### config.mk
export PLATFORM = sky130hd
export DESIGN_NAME = centroid_feeder
export DESIGN_NICKNAME = d
export VERILOG_FILES = /design/src/rtl/centroid_feeder.sv
export SDC_FILE = /design/constraint.sdc
export NUM_CORES = 1
export LEC_CHECK = 0
export ABC_AREA = 1
export ABC_CLOCK_PERIOD_IN_PS = 3640
export CAP_MARGIN = 0
export CORE_UTILIZATION = 35
export DETAILED_ROUTE_END_ITERATION = 12
export GPL_TIMING_DRIVEN = 0
export REMOVE_ABC_BUFFERS = 1
export SYNTH_ARGS = -nofsm -noshare
export SYNTH_HDL_FRONTEND = slang
export SYNTH_SLANG_ARGS = --single-unit
### constraint.sdc
create_clock -name clk_in -period 3.64 [get_ports clk_in]
set_input_delay 0.91 -clock clk_in [delete_from_list [all_inputs] [get_ports clk_in]]
set_output_delay 0.91 -clock clk_in [all_outputs]
set_load 0.01 [all_outputs]
### src/rtl/centroid_feeder.sv
// centroid_feeder: turns a raster-ordered mask stream into (x,y,valid) strobes for
// center_of_mass and holds tabulate until its result or a timeout. Define ROI_EN to gate emission to a rectangle.
module centroid_feeder #(
  parameter int H_ACTIVE       = 1280,
  parameter int V_ACTIVE       = 720,
  parameter int MIN_PIXELS     = 1,
  parameter int TIMEOUT_CYCLES = 256
`ifdef ROI_EN
  ,
  parameter int ROI_X0         = 0,
  parameter int ROI_Y0         = 0,
  parameter int ROI_X1         = 1279,
  parameter int ROI_Y1         = 719
`endif
) (
  input  logic        clk_in,
  input  logic        rst_in,
  input  logic [10:0] hcount_in,
  input  logic [9:0]  vcount_in,
  input  logic        mask_in,
  input  logic        pixel_valid_in,
  input  logic        com_valid_in,
  output logic [10:0] x_out,
  output logic [9:0]  y_out,
  output logic        valid_out,
  output logic        tabulate_out,
  output logic [20:0] pixel_count_out,
  output logic        done_out,
  output logic        skip_out,
  output logic        timeout_out
);

  localparam int            TW         = $clog2(TIMEOUT_CYCLES + 1);
  localparam logic [10:0]   LAST_X     = 11'(H_ACTIVE - 1);
  localparam logic [9:0]    LAST_Y     = 10'(V_ACTIVE - 1);
  localparam logic [20:0]   MIN_CNT    = 21'(MIN_PIXELS);
  localparam logic [20:0]   CNT_MAX    = {21{1'b1}};
  localparam logic [TW-1:0] TIMER_LAST = TW'(TIMEOUT_CYCLES - 1);

  typedef enum logic [1:0] {
    IDLE    = 2'd0,
    COLLECT = 2'd1,
    FLUSH   = 2'd2,
    WAIT    = 2'd3
  } state_t;

  state_t        state_q, state_d;
  logic [10:0]   x_q, x_d;
  logic [9:0]    y_q, y_d;
  logic          valid_q, valid_d;
  logic          tab_q, tab_d;
  logic [20:0]   count_q, count_d;
  logic [TW-1:0] timer_q, timer_d;
  logic          done_q, done_d;
  logic          skip_q, skip_d;
  logic          timeout_q, timeout_d;

  logic          at_origin, at_last, in_roi, accept, hit;
  logic [20:0]   base_count;

  // A (0,0) pixel always starts a fresh count, whether from IDLE or as a resync mid-frame.
  always_comb begin
    at_origin = (hcount_in == 11'd0) && (vcount_in == 10'd0);
    at_last   = (hcount_in == LAST_X) && (vcount_in == LAST_Y);
`ifdef ROI_EN
    in_roi    = (hcount_in >= 11'(ROI_X0)) && (hcount_in <= 11'(ROI_X1)) &&
                (vcount_in >= 10'(ROI_Y0)) && (vcount_in <= 10'(ROI_Y1));
`else
    in_roi    = 1'b1;
`endif
    accept     = pixel_valid_in &&
                 ((state_q == COLLECT) || ((state_q == IDLE) && at_origin));
    hit        = accept && mask_in && in_roi;
    base_count = at_origin ? 21'd0 : count_q;
  end

  always_comb begin
    state_d   = state_q;
    x_d       = x_q;
    y_d       = y_q;
    valid_d   = 1'b0;
    tab_d     = tab_q;
    count_d   = count_q;
    timer_d   = timer_q;
    done_d    = 1'b0;
    skip_d    = 1'b0;
    timeout_d = 1'b0;

    if (hit) begin
      valid_d = 1'b1;
      x_d     = hcount_in;
      y_d     = vcount_in;
    end else begin
      valid_d = 1'b0;
    end

    case (state_q)
      IDLE, COLLECT: begin
        if (accept) begin
          count_d = (hit && (base_count != CNT_MAX)) ? base_count + 21'd1 : base_count;
          state_d = ((state_q == COLLECT) && at_last) ? FLUSH : COLLECT;
        end else begin
          state_d = state_q;
        end
      end
      // Extra cycle lets the final valid_out land before tabulate rises.
      FLUSH: begin
        timer_d = '0;
        if (count_q >= MIN_CNT) begin
          tab_d   = 1'b1;
          state_d = WAIT;
        end else begin
          skip_d  = 1'b1;
          state_d = IDLE;
        end
      end
      WAIT: begin
        if (com_valid_in) begin
          tab_d   = 1'b0;
          done_d  = 1'b1;
          state_d = IDLE;
        end else if (timer_q == TIMER_LAST) begin
          tab_d     = 1'b0;
          timeout_d = 1'b1;
          state_d   = IDLE;
        end else begin
          timer_d = timer_q + TW'(1);
        end
      end
      default: begin
        tab_d   = 1'b0;
        state_d = IDLE;
      end
    endcase
  end

  always_ff @(posedge clk_in) begin
    if (rst_in) begin
      state_q   <= IDLE;
      x_q       <= 11'd0;
      y_q       <= 10'd0;
      valid_q   <= 1'b0;
      tab_q     <= 1'b0;
      count_q   <= 21'd0;
      timer_q   <= '0;
      done_q    <= 1'b0;
      skip_q    <= 1'b0;
      timeout_q <= 1'b0;
    end else begin
      state_q   <= state_d;
      x_q       <= x_d;
      y_q       <= y_d;
      valid_q   <= valid_d;
      tab_q     <= tab_d;
      count_q   <= count_d;
      timer_q   <= timer_d;
      done_q    <= done_d;
      skip_q    <= skip_d;
      timeout_q <= timeout_d;
    end
  end

  assign x_out           = x_q;
  assign y_out           = y_q;
  assign valid_out       = valid_q;
  assign tabulate_out    = tab_q;
  assign pixel_count_out = count_q;
  assign done_out        = done_q;
  assign skip_out        = skip_q;
  assign timeout_out     = timeout_q;

endmodule

* Word level (Yosys, flattened, before mapping)
Cells that the tools add are included.
** Operators by class
- $add $sub $neg :: 2
- Multipliers :: 0
- Divide/modulo/power cells :: 0
- $lt $le $gt $ge :: 1
- Equal/unequal tests :: 12
- Shift-type cells :: 0
- Mux-type cells :: 19
- Bitwise gates (word level) :: 2
- Reduce and logical (&&, ||, !) cells :: 20
** Operators by type and width (count)
- $mux W21 :: 2
- $add A21 B1 Y21 const B :: 1
- $ge A21 B1 Y1 const B :: 1
- $ne A21 B21 Y1 const B :: 1
- $mux W9 :: 2
- $pmux W9 S2 :: 1
- $eq A11 B11 Y1 const B :: 1
- $logic_not A11 Y1 :: 1
- $eq A10 B10 Y1 const B :: 1
- $logic_not A10 Y1 :: 1
- $mux W2 :: 5
- $add A9 B1 Y9 const B :: 1
- $eq A9 B8 Y1 const B :: 1
- $ne A2 B2 Y1 const B :: 4
- $logic_and A1 B1 Y1 :: 7
- $mux W1 :: 7
- $pmux W2 S3 :: 1
- $reduce_and A3 Y1 :: 2
- $reduce_or A2 Y1 :: 3
- $eq A2 B2 Y1 const B :: 2
- $reduce_and A2 Y1 :: 2
- $ne A3 B3 Y1 const B :: 1
- $reduce_or A3 Y1 :: 1
- $eq A2 B1 Y1 const B :: 1
- other kinds (5) :: 6
** Storage, ports and cells
- Flip-flop bits (word level) :: 58
- Bits in latches :: 0
- RAM bits :: 0
- ROM bits :: 0
- Bits of input ports :: 26
- Output and inout bits :: 47
- Logic and storage cells :: 66
- Memories :: 0

* Depth between registers and ports, before layout
Gate-level depths: netlist of the first run.
- Depth in word-level cells :: 8
- Depth in mapped cells :: 20
- Mapped depth without buffers :: 18

* Worst setup path after synthesis of the first run
Ideal clock, no wire load.
- Path kind :: in2reg
- From :: input port hcount_in[5]
- To :: register count_q[16], in the netlist pixel_count_out[16]
- Setup time :: 0.125 ns
- Arrival :: 2.761 ns
- Data required time :: 3.515 ns
- Path slack :: 0.753 ns
- Stages on the path :: 19
- Buffers on the path :: 3
- Cells stage by stage :: nor2_1 -> nand2_1 -> nor2_2 -> nand3_4 -> buf_6 -> buf_4 -> nand2_1 -> inv_1 -> ha_1 -> and3_1 -> nand2_2 -> nor2_1 -> nand2_1 -> nor2_1 -> nand3_2 -> buf_2 -> nand3b_1 -> nand2_1 -> nor2_2
** Between the ends
- Word-level cells in the longest chain between the ends :: 8
- Elaborated cells between the ends (all ways) :: 12
- Those cells by class :: 1 x add/sub; 1 x eq/ne; 2 x mux; 8 x reduce/logical
** RTL lines
- start: declaration :: line 18 : input logic [10:0] hcount_in,
- $logic_not A11 Y1 * :: line 63 : at_origin = (hcount_in == 11'd0) && (vcount_in == 10'd0);
- $logic_and A1 B1 Y1 * :: line 63
- branches (longest 6 deep; another with $add A21 B1 Y21)
- end signal: assignment :: line 155 : count_q <= count_d;
- end: declaration :: line 52 : logic [20:0] count_q, count_d;
Mark *: on every way between the ends.
A chain may end at the register's enable or synchronous reset.

* Worst setup path after layout of the first run
- From :: input port vcount_in[2]
- To :: register count_q[19], in the netlist pixel_count_out[19]
** Between the ends
- Word-level cells in the longest chain between the ends :: 8
- Elaborated cells between the ends (all ways) :: 12
- Those cells by class :: 1 x add/sub; 1 x eq/ne; 2 x mux; 8 x reduce/logical
** RTL lines
- start: declaration :: line 19 : input logic [9:0] vcount_in,
- $logic_not A10 Y1 * :: line 63
- $logic_and A1 B1 Y1 * :: line 63
- branches (longest 6 deep; another with $add A21 B1 Y21)
Marked as above.

==> summary.txt, run 1 <==
GRT
  • Largest net degree at the start of global routing: 42
  • Number of antenna violations at the first check in global routing: 0
  • Global-route wire length before repair: about 14000 um
  • Number of global-route vias before repair: slightly above 3000
  • Remaining global-route overflow: 0
  • Gr usage total: 0.180

Die
  • Initial core utilization: 0.361
  • Die Outline Area: roughly 9400 um2
  • I/O pins: 73
  • Die X: 96.9 um
  • Area of the core: slightly below 9000 um2
  • Die boundary height: 96.9 um
  • # rows: 34

Final layout
  • Most frequent standard cell in the layout excluding fill and tap cells: nand2_1
  • Layout overhead on the synthesized area: 31.2%
  • Ratio of cells with drive above 1 in the final layout: 0.0713
  • Fill cells: approximately 900
  • Post-Layout Inst Area: slightly above 4000 um2
  • Highest-count cells in the layout ignoring fill and taps: nand2_1 (153), clkdlybuf4s50_1 (71), nor2_1 (66), dfxtp_1 (58), inv_1 (51)
  • Antenna diode count: 0
  • Layout Nets: a little under 600
  • Area taken by multi-input logic gates: ~1700 um2
  • Sequential cell area in the final layout: about 1200 um2
  • Final Instance Count excl. Fillers: approximately 670

Setup path
  • Endpoint type of the worst setup path: flop
  • Kind of critical path: input port to flop
  • Maximum fanout along the worst path: 24
  • Worst endpoint required time: around 3800 ps
  • Worst path slowest cell: clkdlybuf4s50_1
  • Length in cells of the worst reg-to-reg path: 13
  • Worst stage delay on the critical path: slightly above 500 ps
  • Cells along the critical path: clkdlybuf4s50_1 > nor2_1 > nand2_1 > nor2_2 > nand3_4 > nand2_1 > inv_1 > ha_1 > and3_1 > nand2_2 > nor2_1 > nand2_1 > nor2_2 > nand3_4 > nand3_1 > nand2_1 > nand2_1 > nor2_1
  • Worst path arrival time: around 3500 ps
  • Library cell appearing most often on the critical path: nand2_1
  • Worst Setup Start Kind: input port
  • Internal reg-to-reg setup slack: 1450 ps

Logic synthesis
  • Netlist cell types: 32
  • Number of enable-type register cells in the synthesized netlist: 0
  • Share of synthesized registers carrying an async set or reset: 0
  • Syn Area/Cell: between 6 and 7 um2
  • Gate Count Post-Synth: about 500
  • Post-synthesis instance area: around 3200 um2
  • Most common flop cell mapped by yosys: dfxtp_1
  • Largest cells by area after synthesis: dfxtp_1 (37%), nand2_1 (18%), nor2_1 (8.0%)
  • Area share of the largest cell type after synthesis: 0.368
  • Warnings from Yosys: 0
  • Seq/Total Area, Yosys: 0.368
  • Leading area contributor after synthesis: dfxtp_1
  • Flip-flop and latch count after synthesis: 58

Clock network
  • H-tree depth: 3
  • CTS Root Buffer Type: clkbuf_8
  • Buffers from clock root to sink, at most: 2
  • Clock slew at the register clock pins of the worst setup and hold paths: around 70 ps
  • Post CTS Setup Buffer Count: 0
  • Number of CTS-inserted buffers: 9
  • Hold buffers post-CTS: 0
  • CTS tree: built
  • Count of clock tree sinks: 58
  • Clock latency reported for the late side of the worst-skew pair: approximately 340 ps

Timing
  • Final hold vios: 0
  • Final Max Slew Viols: 0
  • Setup repair after global routing missed its margin: no
  • Relative max-transition margin: 0.363
  • Number of failing setup endpoints in the final timing report: 0
  • Highest attainable clock frequency: between 300 and 400 MHz
  • Post-route minimum period: ~3300 ps
  • Worst setup skew after layout: 8.81 ps
  • Portion of the clock cycle consumed by the worst path in the final layout: 0.914
  • Pin slew with the least headroom to its limit: 955 ps

Detailed routing
  • Detailed-route wire length: approximately 8400 um
  • Drt via density: between 4 and 5
  • Detailed-router iteration count before antenna repair: 4
  • Antenna Violating Nets Remaining: 0
  • Number of violations reported at the end of detailed-routing iteration 0: between 100 and 150
  • WL per Instance: 12.6 um
  • Total via count after detailed routing: 3281
  • Final routed DRC violation total: 0

Power and ir drop
  • Clock power frac: 0.472
  • Combinational fraction of design power: 0.041
  • Power spent charging and discharging nets: approximately 310 uW
  • Leak pwr: about 0.0016 uW
  • Relative contribution of sequential cells to total power: 0.486
  • Switching portion of total power: 0.236
  • Worst IR drop on VDD: 0.000187 V
  • Power density relative to cell area: around 320 nW/um2
  • Cell Int Power: between 900 and 1000 uW

Hold path
  • Worst hold stages: 2
  • Hold WC Path Type: flop to flop

Outcome
  • Run status: finished clean

Placement
  • Routability congestion estimate: 0.834
  • HPWL after detailed placement: approximately 5900 um
  • Count of input and output buffers: 72
  • Cell area after placement: 3900 um2
  • Placed cells: 652

Job
  • Max capacitance violation total: 0
## flip-flops by register name, summed over array words and instances, names as in the netlist
name	flops
y_out	10
skip_out	1
x_out	11
valid_out	1
done_out	1
timer_q	9
timeout_out	1
pixel_count_out	21
state_q	2
tabulate_out	1
## cell type report
class	instances	area share
clock inverter	6	0.0160
tap	108	0.0327
inverter	53	0.0490
clock buffer	10	0.0333
sequential	58	0.281
multi-input combinational	362	0.415
timing repair buffer	72	0.173
## repair_timing
action                                  4_1_cts  5_1_grt
resized for setup                             1        3
endpoints found under the hold margin         0        0
pin swaps                                     0        1
gates cloned                                  0        1
endpoints found under the setup margin        1        8
## cells by family (layout without fill, tap and decap cells)
group / after synthesis / after routing / synth area share
buffers and inverters: 71 / 141 / 0.0961
XOR/XNOR: 1 / 1 / 0.00278
adder cells (fa/ha/maj): 3 / 3 / 0.0119
AO/OA/AOI/OAI: 46 / 46 / 0.0774
flip-flops: 58 / 58 / 0.368
AND/OR/NAND/NOR: 311 / 312 / 0.443
## Yosys cell counts (6+ instances only)
| library cell | instances |
|---|---|
| nor2_1 | 67 |
| buf_2 | 8 |
| nor4_1 | 6 |
| o21ai_0 | 10 |
| nor3_1 | 7 |
| nand2_1 | 153 |
| nand3_1 | 30 |
| nand3b_1 | 6 |
| nor2_2 | 8 |
| dfxtp_1 | 58 |
| inv_1 | 52 |
| nand4_1 | 19 |
| a21oi_1 | 30 |
## critical path, delay by kind of cell
kind	cells	cell delay (ps)
buf+inv	2	600
simple gates	15	1810
fa+ha+maj	1	190
## through the flow
| stage | hold slack, ps | setup TNS, ps | power (uW) | worst slack, ps | utilization |
|---|---|---|---|---|---|
| 2_1_floorplan | 435 | 0 | 660 | 742 | - |
| 3_3_place_gp | 451 | -4770 | 703 | -300 | 0.448 |
| 3_5_place_dp | 459 | -5380 | 703 | -355 | 0.447 |
| 4_1_cts | 471 | 0 | 1320 | 65.7 | 0.471 |
| 5_1_grt | 490 | 0 | 1350 | 75.6 | 0.474 |
| 6_report | 467 | 0 | 1300 | 313 | 0.474 |
## power by group through the flow
stage                     clock, uW  combinational (uW)  sequential (uW)
final                           616                53.8              634
after CTS                       635                54.8              634
after floorplan                   0                11.4              649
after global routing            661                59.0              634
after global placement            0                54.6              649
after detailed placement          0                54.6              649
## layer usage
| layer | vias up | part of all wire | GRT usage |
|---|---|---|---|
| met3 | 7 | 0.053 | 0.0556 |
| li1 | 1708 | - | - |
| met2 | 84 | 0.48 | 0.299 |
| met1 | 1482 | 0.46 | 0.226 |
| met5 | - | 0 | 0 |
| met4 | 0 | 0.0089 | 0.0482 |
## path summary, 6_finish.rpt
path,start,end
worst max register to register,pixel_count_out[1],pixel_count_out[19]
worst min register to register,x_out[3],x_out[3]
worst min-delay path,x_out[3],x_out[3]
worst max-delay path,vcount_in[2],pixel_count_out[19]
Power figures use the tool's default switching activity.
==> run 2: changes to the inputs <==
Settings changed: ABC_CLOCK_PERIOD_IN_PS 3640 to 4300, HOLD_SLACK_MARGIN from default to 0.02, SLEW_MARGIN from default to 20.
Clock period 3.64 ns to 4.3 ns, I/O delays scaled along.
==> summary.txt, run 2 (synthesized netlist as in run 1, its figures left out) <==
Outcome
  • Run status: finished clean

Die
  • Die X: 96.9 um
  • Die Outline Area: 9390 um2
  • Die boundary height: around 97 um
  • I/O pins: 73
  • Initial core utilization: 0.361
  • # rows: 34
  • Area of the core: around 8700 um2

Final layout
  • Layout overhead on the synthesized area: 29.7%
  • Most frequent standard cell in the layout excluding fill and tap cells: nand2_1
  • Layout Nets: ~590
  • Ratio of cells with drive above 1 in the final layout: 0.0643
  • Number of flip-flops in the largest register: 21
  • Antenna diode count: 0
  • Highest-count cells in the layout ignoring fill and taps: nand2_1 (153), clkdlybuf4s50_1 (71), nor2_1 (67), dfxtp_1 (58), inv_1 (52)
  • Final core occ: 0.469

Hold path
  • Hold WC Path Type: flop to flop

GRT
  • Number of global-route vias before repair: between 3000 and 4000
  • Remaining global-route overflow: 0
  • Largest net degree at the start of global routing: 33
  • Gr usage total: 0.182
  • Number of antenna violations at the first check in global routing: 0
  • Global-route wire length before repair: 14100 um

Power and ir drop
  • Leak pwr: approximately 0.0016 uW
  • Worst IR drop on VDD: ~0.00016 V
  • Power density relative to cell area: approximately 250 nW/um2

Clock network
  • CTS tree: built
  • Post CTS Setup Buffer Count: 0
  • Post-cts gate resize count: 0
  • Clock slew at the register clock pins of the worst setup and hold paths: about 60 ps
  • Hold buffers post-CTS: 0
  • Number of CTS-inserted buffers: 9
  • Count of clock tree sinks: between 50 and 60
  • Clock latency reported for the late side of the worst-skew pair: 330 ps
  • H-tree depth: 3
  • Buffers from clock root to sink, at most: 2
  • CTS Root Buffer Type: clkbuf_8

Setup path
  • Worst path arrival time: a little under 4000 ps
  • Worst Setup Start Kind: input port
  • Worst endpoint required time: 4510 ps
  • Maximum fanout along the worst path: 32
  • Endpoint type of the worst setup path: flop
  • Kind of critical path: input port to flop

Timing
  • Aggregate negative setup slack: 0 ps
  • Number of failing setup endpoints in the final timing report: 0
  • Highest attainable clock frequency: 266 MHz
  • Pin slew with the least headroom to its limit: 963 ps
  • Setup repair after global routing missed its margin: no
  • Post-route minimum period: approximately 3800 ps
  • Portion of the clock cycle consumed by the worst path in the final layout: 0.873
  • Relative max-transition margin: 0.358
  • Worst setup skew after layout: roughly 7.4 ps
  • Final hold vios: 0
  • Final Max Slew Viols: 0

Detailed routing
  • Final routed DRC violation total: 0
  • Total via count after detailed routing: between 3000 and 4000
  • Antenna Violating Nets Remaining: 0
  • Drt via density: about 5
  • Detailed-router iteration count before antenna repair: 4
  • Detailed-route wire length: slightly above 8000 um
  • Number of violations reported at the end of detailed-routing iteration 0: 100
  • WL per Instance: between 10 and 15 um

Placement
  • Routability congestion estimate: 0.834
  • HPWL after detailed placement: around 6000 um
  • Count of input and output buffers: between 70 and 80

Job
  • Max capacitance violation total: 0
-- run 2: final cells by class --
| cell class | instances | area [um2] |
|---|---|---|
| clock buffer | 10 | 128 |
| fill | 916 | 4630 |
| sequential | 58 | 1160 |
| tap | 108 | 135 |
| timing repair buffer | 73 | 743 |
| multi-input combinational | 361 | 1690 |
| inverter | 53 | 199 |
| clock inverter | 5 | 32.5 |
-- run 2: metrics by stage --
| step | hold slack (ps) | power (uW) | cell area [um2] | instances | worst slack (ps) |
|---|---|---|---|---|---|
| 2_1_floorplan | 435 | 559 | 3050 | 472 | 1240 |
| 3_3_place_gp | 451 | 595 | 3900 | 652 | 195 |
| 3_5_place_dp | 458 | 598 | 3930 | 653 | 161 |
| 4_1_cts | 469 | 1030 | 4090 | 668 | 521 |
| 5_1_grt | 490 | 1060 | 4090 | 668 | 156 |
| 6_report | 465 | 1010 | 4090 | 668 | 545 |
-- run 2: routing by layer --
metal | part of all wire | vias to the layer above | global-route usage
met3 | 0.061 | 5 | 0.0694
li1 | - | 1701 | -
met5 | 0 | - | 0
met1 | 0.47 | 1481 | 0.219
met4 | 0.0055 | 0 | 0.0344
met2 | 0.46 | 80 | 0.309
-- run 2: critical path, stage by stage --
cell	delay (ps)
clkdlybuf4s50_1	510
nor2_1	60
nand2_1	100
nor2_2	60
nand3_4	240
nand2_1	100
inv_1	90
ha_1	190
and3_1	200
nand2_2	70
nor2_1	110
nand2_1	60
nor2_1	160
nand3_2	510
nand3_1	260
nand2_1	70
nand2_1	60
nor2_1	40
-- run 2: path summary, 6_finish.rpt --
| path | startpoint | end | slack (ps) | cells past startpoint |
|---|---|---|---|---|
| setup / recovery | vcount_in[2] | pixel_count_out[18] | 540 | 18 |
| hold / removal | y_out[3] | y_out[3] | 470 | 2 |
| setup reg to reg | pixel_count_out[1] | pixel_count_out[18] | 1880 | 13 |
| hold reg to reg | y_out[3] | y_out[3] | 470 | 2 |
-- run 2: power by group --
| part | internal [uW] | total (uW) | switching [uW] |
|---|---|---|---|
| Sequential | 537 | 537 | 0.000138 |
| Clock | 203 | 425 | 222 |
| Combinational | 25.7 | 48.4 | 22.7 |
| Total | 766 | 1010 | 244 |
==> run 3: changes to the inputs <==
Settings changed: GPL_TIMING_DRIVEN 0 to default.
==> summary.txt, run 3 (synthesized netlist as in run 1, its figures left out) <==
Timing
  • Setup repair after global routing missed its margin: no
  • Portion of the clock cycle consumed by the worst path in the final layout: 0.795
  • Aggregate negative setup slack: 0 ps
  • Worst setup margin: a little under 900 ps
  • Relative max-transition margin: 0.328
  • Highest attainable clock frequency: a little under 300 MHz
  • Final Max Slew Viols: 0
  • Pin slew with the least headroom to its limit: 1010 ps
  • Final hold vios: 0
  • Number of failing setup endpoints in the final timing report: 0
  • Post-route minimum period: 3420 ps
  • Minimum hold slack: between 400 and 500 ps
  • Worst setup skew after layout: 6.83 ps

Detailed routing
  • Wire length on met3: between 400 and 500 um
  • Final routed DRC violation total: 0
  • WL per Instance: 12.5 um
  • Highest routed layer: met4
  • Drt via density: 4.90
  • Total via count after detailed routing: approximately 3300
  • Detailed-router iteration count before antenna repair: 4
  • Detailed-route wire length: between 8000 and 9000 um
  • Number of violations reported at the end of detailed-routing iteration 0: 96
  • DRT met1 WL: 3860 um
  • WL met2: around 4000 um
  • Antenna Violating Nets Remaining: 0

Power and ir drop
  • Leak pwr: between 0.0015 and 0.002 uW
  • Power density relative to cell area: around 280 nW/um2
  • Worst IR drop on VDD: between 0.00015 and 0.0002 V

GRT
  • Largest net degree at the start of global routing: 42
  • Number of global-route vias before repair: 3106
  • Number of antenna violations at the first check in global routing: 0
  • Global-route wire length before repair: between 10000 and 15000 um
  • Gr usage total: 0.185
  • Remaining global-route overflow: 0

Placement
  • Setup WS pre-CTS: approximately 500 ps
  • Routability congestion estimate: ~0.83
  • Count of input and output buffers: 72
  • HPWL after detailed placement: between 5000 and 6000 um

Die
  • Die X: roughly 97 um
  • Die boundary height: 96.9 um
  • # rows: 34
  • Initial core utilization: 0.361
  • Area of the core: just under 9000 um2
  • I/O pins: between 70 and 80
  • Die Outline Area: between 9000 and 10000 um2

Hold path
  • Hold WC Path Type: flop to flop
  • Source of the worst hold timing path: y_out[2]

Clock network
  • CTS Root Buffer Type: clkbuf_8
  • Post-cts gate resize count: 0
  • Hold buffers post-CTS: 0
  • Buffers from clock root to sink, at most: 2
  • Clock latency reported for the late side of the worst-skew pair: around 340 ps
  • Clock slew at the register clock pins of the worst setup and hold paths: 70 ps
  • CTS tree: built
  • Count of clock tree sinks: between 50 and 60
  • Post CTS Setup Buffer Count: 0
  • H-tree depth: 3
  • Number of CTS-inserted buffers: 9

Setup path
  • Worst stage delay on the critical path: just over 500 ps
  • Critical path buffer and inverter count: 3
  • Reg-to-reg startpoint: pixel_count_out[1]
  • Worst path arrival time: roughly 3600 ps
  • Cell family with most CP delay: simple AND/OR/NAND/NOR gates
  • Worst endpoint required time: approximately 4500 ps
  • Worst path slowest cell: clkdlybuf4s50_1
  • Endpoint type of the worst setup path: flop
  • Cells along the critical path: clkdlybuf4s50_1 > nor2_1 > nand2_1 > nor2_2 > nand3_4 > nand2_1 > inv_1 > ha_1 > and3_1 > nand2_2 > nor2_1 > nand2_1 > nor2_1 > nand3_2 > buf_4 > nand2_1 > nand2_1 > nand2_1 > nor2_1
  • Worst Setup Start Kind: input port
  • Library cell appearing most often on the critical path: nand2_1
  • Kind of critical path: input port to flop
  • Launching instance or port of the critical path: vcount_in[7]
  • Maximum fanout along the worst path: 19

Final layout
  • Highest-count cells in the layout ignoring fill and taps: nand2_1 (153), clkdlybuf4s50_1 (72), nor2_1 (67), dfxtp_1 (58), inv_1 (52)
  • Most frequent standard cell in the layout excluding fill and tap cells: nand2_1
  • Antenna diode count: 0
  • Fill cells: slightly below 900
  • Ratio of cells with drive above 1 in the final layout: 0.0709
  • Layout Nets: roughly 590
  • Layout overhead on the synthesized area: 32.4%
  • Sequential cell area in the final layout: about 1200 um2
  • Number of flip-flops in the largest register: 21
  • Area taken by multi-input logic gates: 1690 um2

Job
  • Max capacitance violation total: 0

Outcome
  • Run status: finished clean
## run 3: cell count changes in the layout (fill, tap and decap cells not counted), moves of 2 or more
| cell | delta |
|---|---|
| buf_4 | +4 |
| clkbuf_8 | +3 |
| bufinv_16 | +2 |
| clkinvlp_4 | -2 |
## run 3: power by group
group | switching [uW] | internal, uW | leakage [uW]
clock network | 226 | 373 | 0.000119
registers | 0.000148 | 537 | 0.000467
logic | 22.5 | 24.2 | 0.00110
total | 249 | 934 | 0.00169
## run 3: worst min-delay path: stages, from the launching register on
cell	delay (ps)
dfxtp_1	310
nand2_1	60
a21oi_1	50
## run 3: per-layer routing
metal / vias to the layer above / global-route usage
met3: 13 / 0.0520
met2: 90 / 0.309
li1: 1710 / -
met5: - / 0
met1: 1481 / 0.222
met4: 0 / 0.0746
## run 3: final cells by class
type                    instances  share of cell area
well taps                     108              0.0324
multi-input cells             361               0.405
flip-flops and latches         58               0.278
repair buffers                 76               0.180
clock buffers                  12              0.0396
clock inverters                 4              0.0174
inverters                      53              0.0477
## run 3: stage by stage
stage	std cells	area [um2]	power (uW)	utilization
global route	672	4170	1230	0.478
detailed placement	656	3930	597	0.451
floorplan	472	3050	559	-
finish	672	4170	1180	0.478
global placement	656	3930	596	0.451
CTS	672	4170	1200	0.478
## run 3: final timing paths
| kind | slack [ps] | end | cells after the start |
|---|---|---|---|
| hold reg to reg | 470 | y_out[2] | 2 |
| hold / removal | 470 | y_out[2] | 2 |
| setup / recovery | 880 | pixel_count_out[6] | 19 |
| setup reg to reg | 1960 | pixel_count_out[6] | 14 |
